File: src/rtl/dl_ram_arbiter.sv
// Shares one RAM port between a buffered download write stream and a single
// outstanding CPU access. Buffered download writes always take precedence.
module dl_ram_arbiter #(
   parameter int FIFO_DEPTH = 4
) (
   input  logic        clk,
   input  logic        reset_n,
   input  logic        dl_active,
   input  logic        dl_wr,
   input  logic [24:0] dl_addr,
   input  logic [15:0] dl_data,
   output logic        dl_overflow,
   output logic        dl_done,
   input  logic        cpu_req,
   input  logic        cpu_we,
   input  logic [24:0] cpu_addr,
   input  logic [15:0] cpu_din,
   output logic [15:0] cpu_dout,
   output logic        cpu_ack,
   output logic        ram_req,
   output logic        ram_we,
   output logic [24:0] ram_addr,
   output logic [15:0] ram_din,
   input  logic [15:0] ram_dout,
   input  logic        ram_ack
);

   localparam int AW = (FIFO_DEPTH > 1) ? $clog2(FIFO_DEPTH) : 1;
   localparam int CW = AW + 1;
   localparam logic [CW-1:0] DEPTH_C = CW'(FIFO_DEPTH);

   typedef enum logic [1:0] {
      IDLE    = 2'd0,
      DL_WR   = 2'd1,
      CPU_ACC = 2'd2,
      CPU_REL = 2'd3
   } state_t;

   logic [40:0]   r_fifoMem [FIFO_DEPTH];
   logic [AW-1:0] r_wrPtr;
   logic [AW-1:0] r_rdPtr;
   logic [CW-1:0] r_count;

   state_t        r_state;
   logic          r_ramReq;
   logic          r_ramWe;
   logic [24:0]   r_ramAddr;
   logic [15:0]   r_ramDin;
   logic          r_cpuAck;
   logic [15:0]   r_cpuDout;
   logic          r_dlOverflow;
   logic          r_dlDone;
   logic          r_dlSeen;
   logic          r_dlActiveD;

   logic          w_empty;
   logic          w_full;
   logic          w_pop;
   logic          w_push;
   logic          w_drop;
   logic          w_dlRise;
   logic          w_doneCond;
   logic          w_cpuGrant;
   logic [40:0]   w_head;

   // A pop on the same edge frees a slot, so a write arriving at full is kept.
   assign w_empty    = (r_count == '0);
   assign w_full     = (r_count == DEPTH_C);
   assign w_pop      = (r_state == DL_WR) && ram_ack;
   assign w_push     = dl_wr && (!w_full || w_pop);
   assign w_drop     = dl_wr && w_full && !w_pop;
   assign w_dlRise   = dl_active && !r_dlActiveD;
   assign w_head     = r_fifoMem[r_rdPtr];
   assign w_doneCond = !dl_active && w_empty && (r_state != DL_WR) && r_dlSeen;

   // The CPU waits one extra cycle after a download so dl_done is seen first.
   assign w_cpuGrant = cpu_req && w_empty && !dl_active && !r_dlSeen;

   assign ram_req     = r_ramReq;
   assign ram_we      = r_ramWe;
   assign ram_addr    = r_ramAddr;
   assign ram_din     = r_ramDin;
   assign cpu_ack     = r_cpuAck;
   assign cpu_dout    = r_cpuDout;
   assign dl_overflow = r_dlOverflow;
   assign dl_done     = r_dlDone;

   always_ff @(posedge clk) begin
      if (w_push) begin
         r_fifoMem[r_wrPtr] <= {dl_addr, dl_data};
      end
   end

   always_ff @(posedge clk or negedge reset_n) begin
      if (!reset_n) begin
         r_wrPtr <= '0;
         r_rdPtr <= '0;
         r_count <= '0;
      end else begin
         if (w_push) begin
            r_wrPtr <= r_wrPtr + AW'(1);
         end
         if (w_pop) begin
            r_rdPtr <= r_rdPtr + AW'(1);
         end
         if (w_push && !w_pop) begin
            r_count <= r_count + CW'(1);
         end else if (w_pop && !w_push) begin
            r_count <= r_count - CW'(1);
         end
      end
   end

   // A drop on the same edge as a new download start still leaves the flag set.
   always_ff @(posedge clk or negedge reset_n) begin
      if (!reset_n) begin
         r_dlOverflow <= 1'b0;
         r_dlDone     <= 1'b0;
         r_dlSeen     <= 1'b0;
         r_dlActiveD  <= 1'b0;
      end else begin
         r_dlActiveD <= dl_active;
         r_dlDone    <= w_doneCond;
         if (w_drop) begin
            r_dlOverflow <= 1'b1;
         end else if (w_dlRise) begin
            r_dlOverflow <= 1'b0;
         end
         if (w_doneCond) begin
            r_dlSeen <= 1'b0;
         end else if (dl_active) begin
            r_dlSeen <= 1'b1;
         end
      end
   end

   always_ff @(posedge clk or negedge reset_n) begin
      if (!reset_n) begin
         r_state   <= IDLE;
         r_ramReq  <= 1'b0;
         r_ramWe   <= 1'b0;
         r_ramAddr <= '0;
         r_ramDin  <= '0;
         r_cpuAck  <= 1'b0;
         r_cpuDout <= '0;
      end else begin
         r_cpuAck <= 1'b0;
         case (r_state)
            IDLE: begin
               if (!w_empty) begin
                  r_ramReq  <= 1'b1;
                  r_ramWe   <= 1'b1;
                  r_ramAddr <= w_head[40:16];
                  r_ramDin  <= w_head[15:0];
                  r_state   <= DL_WR;
               end else if (w_cpuGrant) begin
                  r_ramReq  <= 1'b1;
                  r_ramWe   <= cpu_we;
                  r_ramAddr <= cpu_addr;
                  r_ramDin  <= cpu_din;
                  r_state   <= CPU_ACC;
               end
            end
            DL_WR: begin
               if (ram_ack) begin
                  r_ramReq <= 1'b0;
                  r_ramWe  <= 1'b0;
                  r_state  <= IDLE;
               end
            end
            CPU_ACC: begin
               if (ram_ack) begin
                  r_ramReq <= 1'b0;
                  r_ramWe  <= 1'b0;
                  if (!r_ramWe) begin
                     r_cpuDout <= ram_dout;
                  end
                  r_cpuAck <= 1'b1;
                  r_state  <= CPU_REL;
               end
            end
            CPU_REL: begin
               if (!cpu_req) begin
                  r_state <= IDLE;
               end
            end
            default: r_state <= IDLE;
         endcase
      end
   end

endmodule
File: config.mk
export PLATFORM = sky130hd
export DESIGN_NAME = dl_ram_arbiter
export DESIGN_NICKNAME = d
export VERILOG_FILES = /design/src/rtl/dl_ram_arbiter.sv
export SDC_FILE = /design/constraint.sdc
export NUM_CORES = 1
export LEC_CHECK = 0
export CAP_MARGIN = 20
export CORE_MARGIN = 3
export CORE_UTILIZATION = 45
export DETAILED_ROUTE_END_ITERATION = 10
export GPL_TIMING_DRIVEN = 0
export HOLD_SLACK_MARGIN = 0.12
export PLACE_DENSITY = 0.7
export REMOVE_ABC_BUFFERS = 1
export SETUP_SLACK_MARGIN = 0.2
export SYNTH_ARGS = -nofsm -noshare
export SYNTH_HDL_FRONTEND = slang
export SYNTH_SLANG_ARGS = --single-unit
File: constraint.sdc
create_clock -name clk -period 4.35 [get_ports clk]
set_input_delay 0.87 -clock clk [delete_from_list [all_inputs] [get_ports clk]]
set_output_delay 0.87 -clock clk [all_outputs]
set_load 0.05 [all_outputs]
## Word-level counts from Yosys, hierarchy flattened

Memory sizes are Yosys's and may differ from the RTL's.
Index checks and enable logic that the tools add are counted.

- Register bits after elaboration: 73
- Memory bits (writable): 164
- Input port bits: 105
- Output and inout bits: 62
- Logic and storage cells: 89
- Memories: 1

Memories:

| memory | depth | bits a word | rd ports | clocked after Yosys merged registers in | wr ports | RTL line | source |
|---|---|---|---|---|---|---|---|
| r_fifoMem | 4 | 41 | 1 | 0 | 1 | 39 | `logic [40:0] r_fifoMem [FIFO_DEPTH];` |

- $add $sub $neg: 4
- Eq/ne operators: 11
- Multiplexer cells: 27
- Bitwise logic cells: 1
- Reductions and logical operators: 31

Operators by type and width:

| kind | number |
|---|---|
| $mux W25 | 2 |
| $mux W16 | 2 |
| $logic_and A1 B1 Y1 | 13 |
| $mux W1 | 13 |
| $mux W2 | 5 |
| $pmux W2 S4 | 1 |
| $reduce_bool A2 Y1 | 4 |
| $logic_not A1 Y1 | 6 |
| $mux W3 | 2 |
| $ne A2 B1 Y1 const B | 3 |
| $ne A2 B2 Y1 const B | 3 |
| $reduce_and A3 Y1 | 2 |
| $add A2 B1 Y2 const B | 2 |
| $eq A2 B2 Y1 const B | 2 |
| $pmux W1 S2 | 2 |
| $reduce_and A4 Y1 | 1 |
| $add A3 B1 Y3 const B | 1 |
| $eq A3 B3 Y1 const B | 1 |
| $logic_not A3 Y1 | 1 |
| $ne A3 B3 Y1 const B | 1 |
| $sub A3 B1 Y3 const B | 1 |
| $eq A2 B1 Y1 const B | 1 |
| $logic_not A2 Y1 | 1 |
| $reduce_and A2 Y1 | 1 |
| 3 further kinds | 3 |

## Longest topological paths before layout

- Depth after elaboration: 8
- Mapped depth: 10
- Depth with buffers taken out: 10

## Least setup slack after synthesis

OpenSTA, ideal clock, no wires.

- Kind: in2reg
- Start: in ram_ack
- End: mem r_fifoMem[0][0] (enable)
- Setup time: 0.402 ns
- Arrival time: 2.443 ns
- Data required time: 3.948 ns
- Path slack: 1.504 ns
- Stages on the path: 3
- Buffers on the path: 0
- Path through: nand2_1 a31oi_1 and2_1

- Longest elaborated chain between the ends: 5

Ends and longest elaborated chain:

| what | RTL line | source |
|---|---|---|
| start, declared | 25 | `input logic ram_ack` |
| $logic_and A1 B1 Y1 | 69 | `assign w_pop = (r_state == DL_WR) && ram_ack;` |
| $logic_or A1 B1 Y1 | 70 | `assign w_push = dl_wr && (!w_full \|\| w_pop);` |
| $logic_and A1 B1 Y1 | 70 |  |
| net w_push | 59 | `logic w_push;` |
| $mux W1 | 89 | `if (w_push) begin` |
| $mux W1 (implied by the code) | 90 | `r_fifoMem[r_wrPtr] <= {dl_addr, dl_data};` |
| end, declared | 39 |  |

The timed path passes the listed nets, and every way through them passes these cells.

## Final worst setup path

- Start: in ram_ack
- End: mem r_fifoMem[0][14] (enable)

Same word-level chain as after synthesis.

==> flow_summary_export.csv <==
group,metric,value,unit
global_route,grt_pass1_vias,5768,
detailed_routing,via_per_inst,5.39,
power,power,9.75,mW
logic_synthesis,ys_types,38,
floorplanning,dieArea,0.0228,mm²
critical_path,cp_data_arrival_time,3.17,ns
finish,multi_input_area,0.00237,mm²
detailed_routing,firstDrtPassIters,5,
power,p_leak,4.52,nW
placement,hpwl,13500,µm
outcome,outcome,"complete, no violations",
finish,diodes,0,
clock_tree,cts_tree,"yes",
power,powerDensity,782,mW/mm²
critical_path,cp-start-kind,"primary input",
logic_synthesis,synth_top_flop_cell,"edfxtp_1",
detailed_routing,drtIter0Drc,315,
sta,rsz0062_at_grt,"false",
sta,setup-violations-final,0,
finish,ff_latch_area,0.00676,mm²
power,ir_drop,0.427,mV
logic_synthesis,async_flop_share,30.8,%
clock_tree,htreeDepth,1,
floorplanning,fp.coreArea,0.0204,mm²
logic_synthesis,syn_area,0.00947,mm²
floorplanning,io-pin-count,167,
global_route,grtUsageMet3,4.19,%
critical_path,crit_path_start,"ram_ack",
critical_path,worstPathRequired,4.55,ns
global_route,grt_pass1_wl,31800,µm
global_route,grt_use_total,17.9,%
critical_path,end_kind,"flip-flop",
logic_synthesis,ys_warn_count,0,
detailed_routing,drc_errors,0,
global_route,met2_usage,30.1,%
clock_tree,cts.clk_slew.worst_paths,0.06,ns
sta,slew_violations,0,
finish,drive_above_1_share,17.5,%
floorplanning,row_count,52,
logic_synthesis,avgSynthCellArea,16.9,µm²
critical_path,crit_type,"in -> reg",
logic_synthesis,synth-seq-area-share,71.3,%
clock_tree,clk_latency,0.51,ns
finish,nFillCells,1509,
critical_path,r2r-start,"r_state[0]",
logic_synthesis,ys_seq_elements,237,
finish,layoutNonFillerInstCount,1020,
detailed_routing,num_vias,5496,
detailed_routing,routed_wl,20300,µm
logic_synthesis,synth.area.top_cells,"edfxtp_1 52%, dfrtp_1 19%, mux4_2 9.8%, a211oi_1 2.9%, nor4_1 2.7%",
global_route,antenna_found_initial,0,
run,max-cap-violations,0,
critical_path,path_max_fanout,22,
sta,slew_headroom,41.4,%
detailed_routing,wire_per_inst,19.9,µm
placement,place_inst,974,
global_route,met1_usage,24.2,%
finish,syn_to_final_growth,31.7,%
sta,finClkSkew,0.0111,ns
clock_tree,cts_resized,0,
logic_synthesis,synth_edf_count,164,
logic_synthesis,synth_top_cell_area_share,52.0,%
clock_tree,cts_post_setup_buffers_inserted,0,
floorplanning,die_w,151,µm
placement,portBuffers,166,
finish,nets,848,
sta,hold_viol,0,
critical_path,reg2reg_depth,6,
clock_tree,cts-hold-fix-buffers,0,
sta,worst_slew_pin_slew,0.879,ns
sta,fmax,337,MHz
detailed_routing,antenna_left,0,
min_path,min_path_type,"in -> async",
logic_synthesis,postSynthCellCount,560,
clock_tree,cts_sinks,237,
global_route,grt_overflow_total,0,
sta,period_share,68.2,%
logic_synthesis,yosysMostFrequentCell,"edfxtp_1",
clock_tree,cts_buffers,25,
floorplanning,start_util,46.3,%
clock_tree,root_buffer,"clkbuf_16",
logic_synthesis,synth.largest_area_cell,"edfxtp_1",
global_route,grt_max_degree,44,
global_route,top_usage_layer,"met2",
sta,fin_crit,2.97,ns
floorplanning,chipHeight,151,µm
logic_synthesis,yosys-top-cells-count,"164 x edfxtp_1, 73 x dfrtp_1, 51 x inv_1",
placement,gp_congestion,0.731,
clock_tree,cts_buffer_depth,3,
-- cell type report --
| type | count | area share [%] |
|---|---|---|
| Tap cell | 270 | 2.71 |
| Sequential cell | 237 | 54.2 |
| Timing Repair Buffer | 178 | 15.5 |
| Clock buffer | 29 | 5.22 |
| Clock inverter | 16 | 1.78 |
| Multi-Input combinational cell | 238 | 19.0 |
| Inverter | 52 | 1.57 |
-- layout by cell type, fill, tap and decap left out, types with 2 or more instances in the layout --
cell type,n
clkbuf_1,3
a31oi_1,2
o21ai_0,3
clkbuf_16,25
nor2_1,45
a211oi_2,7
ha_1,10
clkinv_1,2
xnor2_1,4
clkinv_2,4
mux4_2,41
inv_1,51
mux2_2,18
clkdlybuf4s50_1,165
xor2_1,2
a211oi_1,36
nor4_1,41
nand2_1,5
clkinv_4,2
dfrtp_1,71
buf_16,5
clkinvlp_4,4
buf_12,6
bufinv_16,5
edfxtp_1,164
and2_2,4
mux2i_1,2
nand3_1,2
-- worst max-delay path, cell delays in order --
cell             delay [ns]
clkdlybuf4s50_1        0.60
nand2_1                0.18
a31oi_1                0.56
and2_2                 0.67
buf_12                 0.27
-- state kept, by name, summed over array words and instances (netlist names), 2 cells and up --
register and count:
cpu_dout 16, r_count 3, r_fifoMem 164, r_rdPtr 2, r_state 2, r_wrPtr 2, ram_addr 25, ram_din 16
-- cell families (layout without fill, tap and decap cells) --
| kind of cell | Yosys count | count (layout) | share of synthesized area [%] |
|---|---|---|---|
| AND/OR/NAND/NOR | 104 | 104 | 5.58 |
| multiplexers | 62 | 62 | 12.2 |
| buffers and inverters | 85 | 275 | 3.89 |
| XOR/XNOR | 6 | 6 | 0.555 |
| AO/OA/AOI/OAI | 55 | 55 | 4.89 |
| flip-flops | 237 | 237 | 71.3 |
| adder cells (fa/ha/maj) | 11 | 11 | 1.53 |
-- where the power goes --
group	switching [mW]	internal [mW]	total [mW]
registers	0.420	3.11	3.53
clock network	0.841	1.37	2.21
logic	2.37	1.63	4.00
-- metrics by stage --
step | setup WS [ns] | hold WS (ns) | cell area (µm²) | setup TNS (ns) | utilization, %
floorplan | 1.50 | 0.442 | 9290 | 0 | -
global placement | -0.206 | 0.486 | 11300 | -16.13 | 55.3
detailed placement | 0.882 | 0.491 | 11600 | 0 | 56.6
CTS | 1.41 | 0.337 | 12400 | 0 | 60.9
global route | 1.24 | 0.353 | 12500 | 0 | 61.0
finish | 1.38 | 0.328 | 12500 | 0 | 61.0
-- per-layer routing --
layer | part of all wire [%] | vias up
li1 | - | 2486
met1 | 41 | 2776
met2 | 49 | 203
met3 | 8.0 | 31
met4 | 1.6 | 0
met5 | 0 | -
-- worst paths after layout --
path	endpoint	slack [ns]
worst max-delay path	r_fifoMem[0][14]	1.38
worst min-delay path	dl_done	0.33
worst max register to register	r_state[0]	1.47
worst min register to register	dl_overflow	0.50
max in group asynchronous	ram_din[14]	3.41
min in group clk	dl_overflow	0.50
Note: power is estimated with default switching activity, not from simulation.
